$ cat src/rtl/hazard_if.sv
// Pipeline-to-hazard-controller bundle: hazard inputs from the datapath and
// the stage enables/flushes, memory mask and halt status back to it.
interface hazard_if #(
    parameter int REGW = 5
);
    logic            ihit;
    logic            dhit;
    logic            dmem_req_mem;
    logic            lw_ex;
    logic [REGW-1:0] wsel_ex;
    logic [REGW-1:0] rs_id;
    logic [REGW-1:0] rt_id;
    logic            uses_rt_id;
    logic            branch_taken_ex;
    logic            jump_id;
    logic            halt_mem;

    logic            pc_en;
    logic            ifid_en;
    logic            idex_en;
    logic            exmem_en;
    logic            memwb_en;
    logic            ifid_flush;
    logic            idex_flush;
    logic            dmem_mask;
    logic            halted;

    modport master (
        output ihit, dhit, dmem_req_mem, lw_ex, wsel_ex, rs_id, rt_id,
               uses_rt_id, branch_taken_ex, jump_id, halt_mem,
        input  pc_en, ifid_en, idex_en, exmem_en, memwb_en,
               ifid_flush, idex_flush, dmem_mask, halted
    );

    modport slave (
        input  ihit, dhit, dmem_req_mem, lw_ex, wsel_ex, rs_id, rt_id,
               uses_rt_id, branch_taken_ex, jump_id, halt_mem,
        output pc_en, ifid_en, idex_en, exmem_en, memwb_en,
               ifid_flush, idex_flush, dmem_mask, halted
    );
endinterface

$ cat src/rtl/hazard_controller.sv
// Five-stage MIPS pipeline sequencer: stage enables/flushes, memory reissue mask, halt FSM.
// Optional HAZARD_PERF_CNT_EN adds stall/flush performance counters.
module hazard_controller #(
    parameter int REGW = 5
) (
    input  logic        CLK,
    input  logic        RST,
    hazard_if.slave     hz
`ifdef HAZARD_PERF_CNT_EN
    ,
    output logic [31:0] stall_cnt,
    output logic [31:0] flush_cnt
`endif
);
    typedef enum logic [1:0] {RUN, DRAIN, HALT} state_e;

    state_e state_q, state_d;
    logic   dmem_mask_q, dmem_mask_d;

    logic advance, load_use;
    logic pc_en, ifid_en, idex_en, exmem_en, memwb_en;
    logic ifid_flush, idex_flush;

    // A masked access has already completed, so it no longer holds the pipe.
    assign advance  = hz.ihit & ~(hz.dmem_req_mem & ~dmem_mask_q & ~hz.dhit);
    assign load_use = hz.lw_ex && (hz.wsel_ex != REGW'(0)) &&
                      ((hz.wsel_ex == hz.rs_id) || (hz.uses_rt_id && (hz.wsel_ex == hz.rt_id)));

    always_comb begin
        state_d    = state_q;
        pc_en      = 1'b0;
        ifid_en    = 1'b0;
        idex_en    = 1'b0;
        exmem_en   = 1'b0;
        memwb_en   = 1'b0;
        ifid_flush = 1'b0;
        idex_flush = 1'b0;
        unique case (state_q)
            RUN: begin
                if (!advance) begin
                    // frozen: everything holds
                end else if (hz.halt_mem) begin
                    memwb_en = 1'b1;
                    state_d  = DRAIN;
                end else if (hz.branch_taken_ex) begin
                    {pc_en, ifid_en, idex_en, exmem_en, memwb_en} = 5'b11111;
                    ifid_flush = 1'b1;
                    idex_flush = 1'b1;
                end else if (load_use) begin
                    {idex_en, exmem_en, memwb_en} = 3'b111;
                    idex_flush = 1'b1;
                end else if (hz.jump_id) begin
                    {pc_en, ifid_en, idex_en, exmem_en, memwb_en} = 5'b11111;
                    ifid_flush = 1'b1;
                end else begin
                    {pc_en, ifid_en, idex_en, exmem_en, memwb_en} = 5'b11111;
                end
            end
            DRAIN:   state_d = HALT;
            HALT:    state_d = HALT;
            default: state_d = RUN;
        endcase
        if (RST) begin
            {pc_en, ifid_en, idex_en, exmem_en, memwb_en} = 5'b00000;
            ifid_flush = 1'b0;
            idex_flush = 1'b0;
        end
    end

    always_comb begin
        dmem_mask_d = dmem_mask_q;
        if (exmem_en)
            dmem_mask_d = 1'b0;
        else if (hz.dhit && hz.dmem_req_mem && !hz.ihit)
            dmem_mask_d = 1'b1;
    end

    always_ff @(posedge CLK) begin
        if (RST) begin
            state_q     <= RUN;
            dmem_mask_q <= 1'b0;
        end else begin
            state_q     <= state_d;
            dmem_mask_q <= dmem_mask_d;
        end
    end

    assign hz.pc_en      = pc_en;
    assign hz.ifid_en    = ifid_en;
    assign hz.idex_en    = idex_en;
    assign hz.exmem_en   = exmem_en;
    assign hz.memwb_en   = memwb_en;
    assign hz.ifid_flush = ifid_flush;
    assign hz.idex_flush = idex_flush;
    assign hz.dmem_mask  = dmem_mask_q & ~RST;
    assign hz.halted     = (state_q == HALT) & ~RST;

`ifdef HAZARD_PERF_CNT_EN
    logic [31:0] stall_cnt_q, flush_cnt_q;
    logic        stall_inc, flush_inc;

    // The halt hand-off cycle also has pc_en=0 but is not a stall.
    assign stall_inc = (state_q == RUN) & ~pc_en & ~(advance & hz.halt_mem);
    assign flush_inc = (state_q == RUN) & advance & ~hz.halt_mem & hz.branch_taken_ex;

    always_ff @(posedge CLK) begin
        if (RST) begin
            stall_cnt_q <= '0;
            flush_cnt_q <= '0;
        end else begin
            stall_cnt_q <= stall_cnt_q + {31'd0, stall_inc};
            flush_cnt_q <= flush_cnt_q + {31'd0, flush_inc};
        end
    end

    assign stall_cnt = stall_cnt_q;
    assign flush_cnt = flush_cnt_q;
`endif
endmodule

$ cat src/flat_wrapper.sv
// flat-port wrapper written by rule: the top's interface ports become plain ports
module hazard_controller_flat 
#(
    parameter int REGW = 5
)
  (CLK, RST, hz_ihit, hz_dhit, hz_dmem_req_mem, hz_lw_ex, hz_wsel_ex, hz_rs_id, hz_rt_id, hz_uses_rt_id, hz_branch_taken_ex, hz_jump_id, hz_halt_mem, hz_pc_en, hz_ifid_en, hz_idex_en, hz_exmem_en, hz_memwb_en, hz_ifid_flush, hz_idex_flush, hz_dmem_mask, hz_halted);
  hazard_if #(.REGW(REGW)) hz_i ();
  input  logic CLK;
  input  logic RST;
  input wire logic [$bits(hz_i.ihit)-1:0] hz_ihit;
  input wire logic [$bits(hz_i.dhit)-1:0] hz_dhit;
  input wire logic [$bits(hz_i.dmem_req_mem)-1:0] hz_dmem_req_mem;
  input wire logic [$bits(hz_i.lw_ex)-1:0] hz_lw_ex;
  input wire logic [$bits(hz_i.wsel_ex)-1:0] hz_wsel_ex;
  input wire logic [$bits(hz_i.rs_id)-1:0] hz_rs_id;
  input wire logic [$bits(hz_i.rt_id)-1:0] hz_rt_id;
  input wire logic [$bits(hz_i.uses_rt_id)-1:0] hz_uses_rt_id;
  input wire logic [$bits(hz_i.branch_taken_ex)-1:0] hz_branch_taken_ex;
  input wire logic [$bits(hz_i.jump_id)-1:0] hz_jump_id;
  input wire logic [$bits(hz_i.halt_mem)-1:0] hz_halt_mem;
  output wire logic [$bits(hz_i.pc_en)-1:0] hz_pc_en;
  output wire logic [$bits(hz_i.ifid_en)-1:0] hz_ifid_en;
  output wire logic [$bits(hz_i.idex_en)-1:0] hz_idex_en;
  output wire logic [$bits(hz_i.exmem_en)-1:0] hz_exmem_en;
  output wire logic [$bits(hz_i.memwb_en)-1:0] hz_memwb_en;
  output wire logic [$bits(hz_i.ifid_flush)-1:0] hz_ifid_flush;
  output wire logic [$bits(hz_i.idex_flush)-1:0] hz_idex_flush;
  output wire logic [$bits(hz_i.dmem_mask)-1:0] hz_dmem_mask;
  output wire logic [$bits(hz_i.halted)-1:0] hz_halted;
  assign hz_i.ihit = hz_ihit;
  assign hz_i.dhit = hz_dhit;
  assign hz_i.dmem_req_mem = hz_dmem_req_mem;
  assign hz_i.lw_ex = hz_lw_ex;
  assign hz_i.wsel_ex = hz_wsel_ex;
  assign hz_i.rs_id = hz_rs_id;
  assign hz_i.rt_id = hz_rt_id;
  assign hz_i.uses_rt_id = hz_uses_rt_id;
  assign hz_i.branch_taken_ex = hz_branch_taken_ex;
  assign hz_i.jump_id = hz_jump_id;
  assign hz_i.halt_mem = hz_halt_mem;
  assign hz_pc_en = hz_i.pc_en;
  assign hz_ifid_en = hz_i.ifid_en;
  assign hz_idex_en = hz_i.idex_en;
  assign hz_exmem_en = hz_i.exmem_en;
  assign hz_memwb_en = hz_i.memwb_en;
  assign hz_ifid_flush = hz_i.ifid_flush;
  assign hz_idex_flush = hz_i.idex_flush;
  assign hz_dmem_mask = hz_i.dmem_mask;
  assign hz_halted = hz_i.halted;
  hazard_controller #(.REGW(REGW)) u_core (.CLK(CLK), .RST(RST), .hz(hz_i));
endmodule
$ cat config.mk
export PLATFORM = sky130hd
export DESIGN_NAME = hazard_controller_flat
export DESIGN_NICKNAME = d
export VERILOG_FILES = /design/src/rtl/hazard_if.sv /design/src/rtl/hazard_controller.sv /design/src/flat_wrapper.sv
export SDC_FILE = /design/constraint.sdc
export NUM_CORES = 1
export LEC_CHECK = 0
export CAP_MARGIN = 20
export CELL_PAD_IN_SITES_DETAIL_PLACEMENT = 2
export CELL_PAD_IN_SITES_GLOBAL_PLACEMENT = 2
export CORE_ASPECT_RATIO = 1.75
export CORE_UTILIZATION = 15
export DETAILED_ROUTE_END_ITERATION = 8
export PLACE_DENSITY = 0.87
export SYNTH_ARGS = -nofsm -noshare
export SYNTH_HDL_FRONTEND = slang
export SYNTH_SLANG_ARGS = --single-unit
$ cat constraint.sdc
create_clock -name CLK -period 3.4 [get_ports CLK]
set_input_delay 0.68 -clock CLK [delete_from_list [all_inputs] [get_ports CLK]]
set_output_delay 0.68 -clock CLK [all_outputs]
set_load 0.02 [all_outputs]
After elaboration in Yosys (flattened, before gate mapping)
Index checks and enable logic that the tools add are counted.
{"block": "classes", "n_reduce_logical": 12, "n_mux": 29, "n_eq_ne": 6, "n_bitwise": 9}
{"cell": "2-to-1 mux 1 bit", "count": 26}
{"cell": "== test 5 bit", "count": 2}
{"cell": "bitwise AND 1 bit", "count": 5}
{"cell": "logical AND 1 bit", "count": 5}
{"cell": "nonzero test 5 bit", "count": 1}
{"cell": "2-to-1 mux 2 bit", "count": 2}
{"cell": "inverter 1 bit", "count": 4}
{"cell": "case mux 2 bit (2 select lines)", "count": 1}
{"cell": "OR reduction 2 bit", "count": 2}
{"cell": "== test 2 x 1 -> 1 bit, second input constant", "count": 1}
{"cell": "== test 2 bit, second input constant", "count": 1}
{"cell": "logical NOT 2 bit", "count": 1}
{"cell": "inequality test 2 x 1 -> 1 bit, second input constant", "count": 1}
{"cell": "inequality test 2 bit, second input constant", "count": 1}
{"cell": "AND reduction 2 bit", "count": 1}
{"cell": "logical NOT 1 bit", "count": 1}
{"cell": "logical OR 1 bit", "count": 1}
{"block": "word_totals", "wordCells": 58, "out_inout_bits": 9, "ff_bits": 3, "in_bits": 25}

Depth between registers and ports, before layout
Gate-level depths: netlist of run 1.
{"block": "logic_depth", "word_depth": 10, "mapped_depth": 6}

Least setup slack after synthesis of run 1
Ideal clock, no wire load.
{"block": "synth_path", "path_kind": "input -> output", "from": "in hz_wsel_ex[1]", "to": "out hz_pc_en", "t_arrival_ps": 2030, "required_time_ps": 2720, "cell_stages": 5, "setup_slack_ps": 690, "cell_sequence": "or4_4 -> o21ai_2 -> nor2_1 -> a21oi_1 -> buf_4"}
{"block": "synth_via", "elab_chain_len": 10}
{"element": "start, declared", "line": "flat_wrapper.sv:14", "text": "input wire logic [$bits(hz_i.wsel_ex)-1:0] hz_wsel_ex;"}
{"element": "== test 5 bit", "line": "hazard_controller.sv:27", "text": "((hz.wsel_ex == hz.rs_id) || (hz.uses_rt_id && (hz.wsel_ex == hz.rt_id)));"}
{"element": "logical AND 1 bit", "line": "hazard_controller.sv:27"}
{"element": "logical OR 1 bit", "line": "hazard_controller.sv:27"}
{"element": "logical AND 1 bit (*)", "line": "hazard_controller.sv:26", "text": "assign load_use = hz.lw_ex && (hz.wsel_ex != REGW'(0)) &&"}
{"element": "2-to-1 mux 1 bit (*) (6 in a row)"}
{"element": "end, declared", "line": "flat_wrapper.sv:21", "text": "output wire logic [$bits(hz_i.pc_en)-1:0] hz_pc_en;"}
Every way passes the cells marked *; elsewhere a longest branch is shown, timed or not.

Worst setup path in the final report of run 1
{"block": "layout_path", "from": "in hz_dmem_req_mem", "to": "out hz_exmem_en"}
{"block": "layout_via", "elab_chain_len": 7}
{"element": "start, declared", "line": "flat_wrapper.sv:12", "text": "input wire logic [$bits(hz_i.dmem_req_mem)-1:0] hz_dmem_req_mem;"}
{"element": "bitwise AND 1 bit (2 in a row)", "line": "hazard_controller.sv:25", "text": "assign advance = hz.ihit & ~(hz.dmem_req_mem & ~dmem_mask_q & ~hz.dhit);"}
{"element": "inverter 1 bit", "line": "hazard_controller.sv:25"}
{"element": "bitwise AND 1 bit", "line": "hazard_controller.sv:25"}
{"element": "2-to-1 mux 1 bit", "line": "hazard_controller.sv:40", "text": "if (!advance) begin"}
{"element": "2-to-1 mux 1 bit", "line": "hazard_controller.sv:38", "text": "unique case (state_q)"}
{"element": "2-to-1 mux 1 bit", "line": "hazard_controller.sv:63", "text": "if (RST) begin"}
{"element": "end, declared", "line": "flat_wrapper.sv:24", "text": "output wire logic [$bits(hz_i.exmem_en)-1:0] hz_exmem_en;"}
No other way between the ends.

==> impl_metrics.tcl, run 1 <==
set metrics [dict create \
    status "completed" \
    clock_path_buffers 2 \
    crit_required_ns 2.72 \
    synth_cells 49 \
    track_usage_pct 12.80 \
    synth-edff-count 0 \
    timing.setup.tns_ns 0 \
    fin_crit_sh_pct 95.10 \
    overflow 0 \
    fin_nets 115 \
    rows 23 \
    port_buffers 33 \
    viasPerCell 4.595 \
    p_seq_share_pct 16.8 \
    wl_per_cell_um 14.10 \
    place_area_um2 743.2 \
    ctsHoldBuffers 0 \
    coreArea_um2 2360 \
    drive_above_1_share_pct 10.47 \
    slew_violations 0 \
    antenna_found_initial 0 \
    ctsHtreeMaxLevel 1 \
    synth-simple-area-share_pct 23.28 \
    yosysMostFrequentCell "xor2_1" \
    synthXorXnorAreaFrac_pct 22.95 \
    ant_nets 0 \
    ys_top_cells_by_area "xor2_1 (21%), dfxtp_1 (16%), ha_1 (9.8%)" \
    syn_to_final_growth_pct 107.5 \
    hold_violations 0 \
    powerDensity_nw_per_um2 399.1 \
    first_pass_iters 1 \
    synthFlopType "dfxtp_1" \
    hold_depth 2 \
    synth_top_family_by_area "simple AND/OR/NAND/NOR gates" \
    ios 34 \
    place.gp.congestion 0.5763 \
    slew_headroom_pct 82.31 \
    period_minus_slack_ns 3.233 \
    setup-violations-final 0 \
    hpwl_um 1313 \
    rsz0062_at_grt "false" \
    cts_root_buffer "clkbuf_8" \
    end_kind "output pin" \
    synth_compound_area_share_pct 14.10 \
    antenna_cells 0 \
    power.share.clock_pct 32.8 \
    cp.arrival_ns 2.55 \
    routed_wl_um 1565 \
    synth_cell_types 23 \
    cts.clk_slew.worst_paths_ns 0.03 \
    intPower_w 0.0002099 \
    synth_top_area_share_pct 20.66 \
    max_slew.worst_pin.slew_ns 0.2647 \
    yosysSeqAreaShare_pct 15.74 \
    p_sw_share_pct 33.58 \
    synth.mux.area_fraction_pct 5.246 \
    dr.first_iter.drc_count 0 \
    grt_pass1_vias 594 \
    ir_drop_v 0.0002665 \
    synth-warning-count 0 \
    grt_start_max_net_pins 7 \
    yosys.area.top_type "xor2_1" \
    ys_ff_latch 3 \
    synth_fa_ha_area_share_pct 9.836 \
    reg2reg_depth 5 \
    clock.fmax_ghz 0.3093 \
    setup_slack_ns 0.1666 \
    path_max_fanout 3 \
    cts_buffers 3 \
    hold_class "reg2reg" \
    design_area_um2 792.0 \
    syn-num-nets 77 \
    fp.dieW_um 40.13 \
    drc_errors 0 \
    cts_tree "yes" \
    power_frac_comb_pct 50.4 \
    clock_skew_ns 0.001575 \
    synthTopCellsByCount "xor2_1 (9), nor2_1 (7), inv_1 (4)" \
    async_flop_share_pct 0 \
    initial_core_util_pct 16.17 \
    syn_avg_cell_area_um2 7.788 \
    switching_power_w 0.0001062 \
    dieHeight_um 68.73 \
    max_cap_viol_count 0 \
    vias 510 \
    p_leak_nw 0.3496 \
    syn_area_um2 381.6 \
    placedCellCount 107 \
    post-place-ws_ns -0.1195 \
    critPathKind "in2out" \
    clk_latency_ns 0.22 \
    dieArea_um2 2758 \
    crit_path_start_kind "input pin" \
    grt_pass1_wl_um 2290 \
    final_cell_count_no_fill 111 \
    numClockSinks 3 \
]
-- flip-flops by register name, summed over array words and instances, names as in the netlist --
signal,cells
u_core.dmem_mask_q,1
u_core.state_q,2
-- path summary, 6_finish.rpt --
check | endpoint | slack [ns] | startpoint
max | hz_exmem_en | 0.17 | hz_dmem_req_mem
min | u_core.state_q[0] | 0.50 | u_core.state_q[0]
max reg2reg | u_core.state_q[1] | 2.12 | u_core.dmem_mask_q
min reg2reg | u_core.state_q[0] | 0.50 | u_core.state_q[0]
-- cells in the final DEF (no fill, tap or decap), types with 2 or more instances in the layout --
| master | Yosys | final |
|---|---|---|
| inv_1 | 4 | 4 |
| buf_4 | 2 | 2 |
| xor2_1 | 9 | 9 |
| ha_1 | 3 | 3 |
| mux2i_1 | 2 | 2 |
| a21oi_1 | 2 | 2 |
| clkdlybuf4s50_1 | 0 | 29 |
| nor2_1 | 7 | 7 |
| clkbuf_8 | 0 | 3 |
| nor2b_1 | 2 | 2 |
| dlygate4sd2_1 | 0 | 3 |
| dfxtp_1 | 3 | 3 |
-- per-stage QoR --
step / utilization, % / total power [W] / hold WS [ns]
after global routing: 33.56 / 0.0003452 / 0.5471
final: 33.56 / 0.0003161 / 0.5018
after global placement: 31.50 / 0.0002092 / 0.4797
after floorplan: - / 0.0001447 / 0.4634
after detailed placement: 31.50 / 0.0002159 / 0.5062
after CTS: 33.25 / 0.0003234 / 0.5144
-- routing by layer --
metal  routed length (um)  GRT usage (%)  share of wire, %  vias up
met4                   41          9.052               2.6        0
met5                    0              0                 0        -
met1                  429          7.782                27      228
met2                  872          25.60                56       39
met3                  222          5.128                14        5
li1                     -              -                 -      238
-- worst max-delay path, cell delays in order --
cell and delay, ns:
clkdlybuf4s50_1 0.42, nor3b_1 0.15, nor2_1 0.14, nand2_1 0.12, or3_4 0.35, clkinv_1 0.08
clkdlybuf4s50_1 0.61
-- timing repair --
| item | 4_1_cts | 5_1_grt |
|---|---|---|
| pin swaps | 0 | 0 |
| gates cloned | 0 | 0 |
| gates resized for setup | 3 | 2 |
| setup buffers | 0 | 0 |
| setup endpoints to repair | 3 | 1 |
-- area by class of cell --
cell class / count / area [um^2]
Clock buffer: 4 / 45.04
Fill cell: 286 / 1568
Inverter: 5 / 18.77
Multi-Input combinational cell: 39 / 292.8
Sequential cell: 3 / 60.06
Tap cell: 25 / 31.28
Timing Repair Buffer: 35 / 344.1
-- power groups by stage --
stage                     clock, W  combinational [W]  sequential (W)
after global routing      0.000112           0.000178       0.0000548
after CTS                 0.000106           0.000164       0.0000535
after floorplan                  0          0.0000927       0.0000520
final                     0.000104           0.000159       0.0000532
after detailed placement         0           0.000162       0.0000540
after global placement           0           0.000156       0.0000529
-- logic make-up (layout without fill, tap and decap cells) --
family / Yosys count / count (layout)
AO/OA/AOI/OAI: 8 / 8
XOR/XNOR: 10 / 10
adder cells (fa/ha/maj): 3 / 3
buffers and inverters: 7 / 44
flip-flops: 3 / 3
multiplexers: 2 / 2
AND/OR/NAND/NOR: 16 / 16
Power figures use the tool's default switching activity.
==> inputs of run 2 (changes only) <==
==> constraint.sdc (replaced) <==
create_clock -name CLK -period 3.4 [get_ports CLK]
set_input_delay 0.34 -clock CLK [delete_from_list [all_inputs] [get_ports CLK]]
set_output_delay 0.34 -clock CLK [all_outputs]
set_load 0.02 [all_outputs]
==> run 2 against run 1 <==
Net effect:
- via count is 4.5% lower
- worst setup slack better by 0.45 ns
- register-to-register slack about the same
- non-clock buffer count shrank 2
- sequential share of layout area increased by 0.18 points
- first-iteration DRC count unchanged
==> impl_metrics.tcl, run 2 (synthesized netlist as in run 1, its figures left out) <==
set metrics [dict create \
    grt_start_max_net_pins 8 \
    place_area_um2 728.2 \
    final_common_cell "clkdlybuf4s50_1" \
    track_usage_pct 13.18 \
    cp.arrival_ns 2.44 \
    cts_resized 0 \
    crit_required_ns 3.06 \
    port_buffers 33 \
    hold_violations 0 \
    crit_end "hz_pc_en" \
    powerDensity_nw_per_um2 416.7 \
    hpwl_um 1382 \
    first_pass_iters 1 \
    rows 23 \
    period_minus_slack_ns 2.781 \
    reg2reg_depth 5 \
    vias 487 \
    cts_setup_buffers 0 \
    r2r_end "u_core.state_q[0]" \
    setup-violations-final 0 \
    fin_crit_sh_pct 81.78 \
    status "completed" \
    regMostFlops "u_core.state_q" \
    critPathKind "in2out" \
    path_max_fanout 3 \
    antenna_cells 0 \
    power.share.clock_pct 32.5 \
    design_area_um2 773.2 \
    dieArea_um2 2758 \
    grt_pass1_wl_um 2380 \
    viasPerCell 4.468 \
    ctsHtreeMaxLevel 1 \
    cts_buffers 3 \
    timing.setup.tns_ns 0 \
    p_leak_nw 0.3076 \
    clk_latency_ns 0.22 \
    clock_path_buffers 2 \
    routed_wl_um 1578 \
    fin_nets 113 \
    initial_core_util_pct 16.17 \
    ant_nets 0 \
    cts_root_buffer "clkbuf_8" \
    power_frac_comb_pct 50.7 \
    grt_pass1_vias 596 \
    intPower_w 0.0002124 \
    dieHeight_um 68.73 \
    fillers 283 \
    antenna_found_initial 0 \
    dr.first_iter.drc_count 0 \
    largest_reg_flops 2 \
    coreArea_um2 2360 \
    wl_per_cell_um 14.48 \
    final_cell_mix "clkdlybuf4s50_1 (33), xor2_1 (9), nor2_1 (7)" \
    numClockSinks 3 \
    syn_to_final_growth_pct 102.6 \
    timing.rr.start "u_core.dmem_mask_q" \
    p_seq_share_pct 16.8 \
    switching_power_w 0.0001098 \
    multi_input_area_um2 287.8 \
    clock_skew_ns 0.002893 \
    crit_path_start_kind "input pin" \
    slew_violations 0 \
    final_core_util_pct 32.77 \
    ctsHoldBuffers 0 \
    cts_tree "yes" \
    reg_top3 "u_core.state_q: 2 flops, u_core.dmem_mask_q: 1 flops" \
    rrSetupSlack_ns 2.11 \
    fp.dieW_um 40.13 \
    hold_class "reg2reg" \
    drc_errors 0 \
    ir_drop_v 0.0003064 \
    rsz0062_at_grt "false" \
    place.gp.congestion 0.5623 \
    cts.clk_slew.worst_paths_ns 0.03 \
    clock.fmax_ghz 0.3596 \
    drive_above_1_share_pct 7.143 \
    end_kind "output pin" \
    slew_headroom_pct 81.43 \
    ios 34 \
    area.sequential_um2 60.06 \
    p_sw_share_pct 34.09 \
    critPathLaunch "hz_wsel_ex[1]" \
    min_from "u_core.state_q[0]" \
    max_cap_viol_count 0 \
    overflow 0 \
    max_slew.worst_pin.slew_ns 0.2779 \
]
-- run 2: critical path, cell delays in order --
cell and delay [ns]:
clkdlybuf4s50_1 0.47, or4_4 0.56, o21ai_2 0.14, nor2_1 0.07, a21oi_1 0.22, clkdlybuf4s50_1 0.64
-- run 2: area by class of cell --
class	count	share of cell area [%]
sequential	3	7.767
tap	25	4.045
multi-input combinational	39	37.22
timing repair buffer	33	42.72
clock buffer	4	5.825
inverter	5	2.427
-- run 2: worst min path at each step --
| stage | slack, ns | to | cells past startpoint |
|---|---|---|---|
| global route | 0.58 | u_core.state_q[1] | 2 |
| floorplan | 0.41 | u_core.state_q[0] | 1 |
| global placement | 0.48 | u_core.state_q[0] | 2 |
| finish | 0.53 | u_core.state_q[0] | 2 |
| detailed placement | 0.53 | u_core.state_q[0] | 2 |
| CTS | 0.54 | u_core.state_q[0] | 2 |
-- run 2: power groups by stage --
stage	sequential, W	combinational, W	clock, W
after floorplan	0.0000520	0.0000927	0
after global placement	0.0000529	0.000155	0
after detailed placement	0.0000546	0.000166	0
after CTS	0.0000542	0.000169	0.000107
after global routing	0.0000562	0.000180	0.000112
final	0.0000540	0.000163	0.000105
-- run 2: metal layers --
metal | up-vias | wire [um] | track usage (%)
met2 | 37 | 883 | 28.02
met1 | 213 | 426 | 7.407
met4 | 0 | 44 | 9.052
met5 | - | 0 | 0
met3 | 5 | 223 | 3.846
li1 | 232 | - | -
-- run 2: through the flow --
| step | hold WS (ns) | total power (W) | setup WS [ns] | instances |
|---|---|---|---|---|
| after CTS | 0.5415 | 0.0003293 | 0.5934 | 109 |
| after detailed placement | 0.5316 | 0.0002208 | 0.5889 | 105 |
| after global routing | 0.5804 | 0.0003477 | 0.4795 | 109 |
| final | 0.5286 | 0.0003222 | 0.6195 | 109 |
| after global placement | 0.4772 | 0.0002082 | 0.6548 | 105 |
| after floorplan | 0.4124 | 0.0001447 | 1.370 | 49 |
==> inputs of run 3 (changes only) <==
--- a/config.mk
+++ b/config.mk
@@ -9,9 +9,9 @@
 export CELL_PAD_IN_SITES_DETAIL_PLACEMENT = 2
 export CELL_PAD_IN_SITES_GLOBAL_PLACEMENT = 2
 export CORE_ASPECT_RATIO = 1.75
-export CORE_UTILIZATION = 15
+export CORE_UTILIZATION = 14
 export DETAILED_ROUTE_END_ITERATION = 8
-export PLACE_DENSITY = 0.87
+export PLACE_DENSITY = 0.82
 export SYNTH_ARGS = -nofsm -noshare
 export SYNTH_HDL_FRONTEND = slang
 export SYNTH_SLANG_ARGS = --single-unit
==> constraint.sdc (replaced) <==
create_clock -name CLK -period 2.73 [get_ports CLK]
set_input_delay 0.273 -clock CLK [delete_from_list [all_inputs] [get_ports CLK]]
set_output_delay 0.273 -clock CLK [all_outputs]
set_load 0.02 [all_outputs]
==> run 3 against run 2 <==
Net effect:
- sequential power rose by 23%
- cell area rose by 1.1%
- worst setup slack got worse by 0.49 ns
- combinational power rose by 23%
- non-clock buffer count did not move
- clock skew fell by 0.0018 ns
- total power rose by 23%
- clock power rose by 24%
- critical endpoint is now hz_ifid_flush
==> impl_metrics.tcl, run 3 (synthesized netlist as in run 1, its figures left out) <==
set metrics [dict create \
    viasPerCell 4.473 \
    dr.first_iter.drc_count 4 \
    grt_start_max_net_pins 8 \
    fp.dieW_um 41.47 \
    worstPathCellList "clkdlybuf4s50_1 -> or4_4 -> o21ai_2 -> o21ai_1 -> a21oi_1 -> clkdlybuf4s50_1" \
    antenna_cells 0 \
    period_minus_slack_ns 2.597 \
    reg_top3 "u_core.state_q: 2 flops, u_core.dmem_mask_q: 1 flops" \
    syn_to_final_growth_pct 104.9 \
    timing.rr.start "u_core.dmem_mask_q" \
    post-place-ws_ns 0.02189 \
    track_usage_pct 11.65 \
    end_kind "output pin" \
    area.sequential_um2 60.06 \
    coreArea_um2 2522 \
    cp_slowest_stage_delay_ns 0.63 \
    port_buffers 33 \
    status "completed" \
    clk_latency_ns 0.22 \
    vias 492 \
    cts_setup_buffers 0 \
    multi_input_area_um2 287.8 \
    timing.setup.tns_ns 0 \
    cpMostUsedCell "clkdlybuf4s50_1" \
    wl_per_cell_um 14.06 \
    min_from "u_core.state_q[0]" \
    fin_nets 113 \
    powerDensity_nw_per_um2 508.3 \
    hold_violations 0 \
    cts_root_buffer "clkbuf_8" \
    slew_violations 0 \
    clock_skew_ns 0.001062 \
    rsz0062_at_grt "false" \
    cp.arrival_ns 2.32 \
    rows 24 \
    setup_slack_ns 0.1330 \
    ir_drop_v 0.0002875 \
    crit_required_ns 2.46 \
    drc_errors 0 \
    reg2reg_depth 5 \
    initial_core_util_pct 15.13 \
    clock.fmax_ghz 0.3851 \
    dieArea_um2 2947 \
    numClockSinks 3 \
    fin_crit_sh_pct 95.13 \
    hold_depth 2 \
    rrSetupSlack_ns 1.47 \
    cts_buffers 3 \
    dieHeight_um 71.07 \
    first_pass_iters 2 \
    path_max_fanout 3 \
    ios 34 \
    final_common_cell "clkdlybuf4s50_1" \
    regMostFlops "u_core.state_q" \
    r2r_end "u_core.state_q[0]" \
    critPathKind "in2out" \
    slew_headroom_pct 77.48 \
    final_cell_mix "clkdlybuf4s50_1 (30), xor2_1 (9), nor2_1 (7)" \
    fillers 299 \
    grt_pass1_wl_um 2518 \
    overflow 0 \
    place.gp.congestion 0.8084 \
    hpwl_um 1397 \
    ant_nets 0 \
    crit_path_start_kind "input pin" \
    antenna_found_initial 0 \
    routed_wl_um 1547 \
    ctsHtreeMaxLevel 1 \
    clock_path_buffers 2 \
    max_slew.worst_pin.slew_ns 0.3353 \
    largest_reg_flops 2 \
    holdPathEnd "u_core.state_q[0]" \
    grt_pass1_vias 552 \
    cts_tree "yes" \
    worst_path_max_delay_cell "clkdlybuf4s50_1" \
    drive_above_1_share_pct 7.143 \
    setup-violations-final 0 \
    hold_class "reg2reg" \
    p_leak_nw 0.3606 \
    max_cap_viol_count 0 \
    cts.clk_slew.worst_paths_ns 0.03 \
]
==> run 3: cell types whose count changed in the layout (fill, tap and decap cells not counted), sizes merged <==
cell           previous run  this run
clkdlybuf4s50            33        30
dlymetal6s2s              0         3
==> run 3: layout make-up <==
cell class | count | share of cell area, %
clock buffer | 4 | 5.760
timing repair buffer | 33 | 43.20
multi-input combinational | 39 | 36.80
tap | 26 | 4.160
sequential | 3 | 7.680
inverter | 5 | 2.400
==> run 3: repair_timing <==
item	4_1_cts	5_1_grt
hold buffers	0	0
setup endpoints to repair	0	3
gates resized for setup	0	3
==> run 3: metal layers <==
| metal | up-vias | global-route usage, % | share of wire (%) |
|---|---|---|---|
| li1 | 233 | - | - |
| met1 | 221 | 9.737 | 32 |
| met2 | 36 | 24.65 | 59 |
| met3 | 2 | 1.786 | 7.6 |
| met4 | 0 | 5.376 | 1.4 |
| met5 | - | 0 | 0 |
==> run 3: per-stage QoR <==
step           hold slack [ns]  util [%]  instance area, um^2   power, W  instances
6_report                0.5107     31.00                782.0  0.0003975        110
3_5_place_dp            0.5137     28.92                729.5  0.0002763        106
5_1_grt                 0.5551     31.00                782.0  0.0004342        110
3_3_place_gp            0.4763     28.92                729.5  0.0002596        106
2_1_floorplan           0.3454         -                381.6  0.0001802         49
4_1_cts                 0.5214     30.70                774.5  0.0004100        110
==> run 3: power breakdown <==
group	internal, W	switching [W]
Clock	0.0000996	0.0000300
Sequential	0.0000581	0.00000835
Combinational	0.000106	0.0000950
==> run 3: worst max path at each step <==
stage | startpoint | endpoint | slack, ns
2_1_floorplan | hz_wsel_ex[1] | hz_pc_en | 0.83
3_3_place_gp | hz_wsel_ex[3] | hz_idex_flush | 0.06
3_5_place_dp | hz_wsel_ex[3] | hz_idex_flush | 0.02
4_1_cts | hz_wsel_ex[3] | hz_idex_flush | 0.02
5_1_grt | hz_wsel_ex[1] | hz_ifid_flush | 0.07
6_report | hz_wsel_ex[1] | hz_ifid_flush | 0.13
==> run 3: worst max-delay path: cells and delay by family <==
kind / cells / cell delay, ns
AOI/OAI and AO/OA: 3 / 0.39
buffers and inverters: 2 / 1.11
and+or+nand+nor: 1 / 0.56
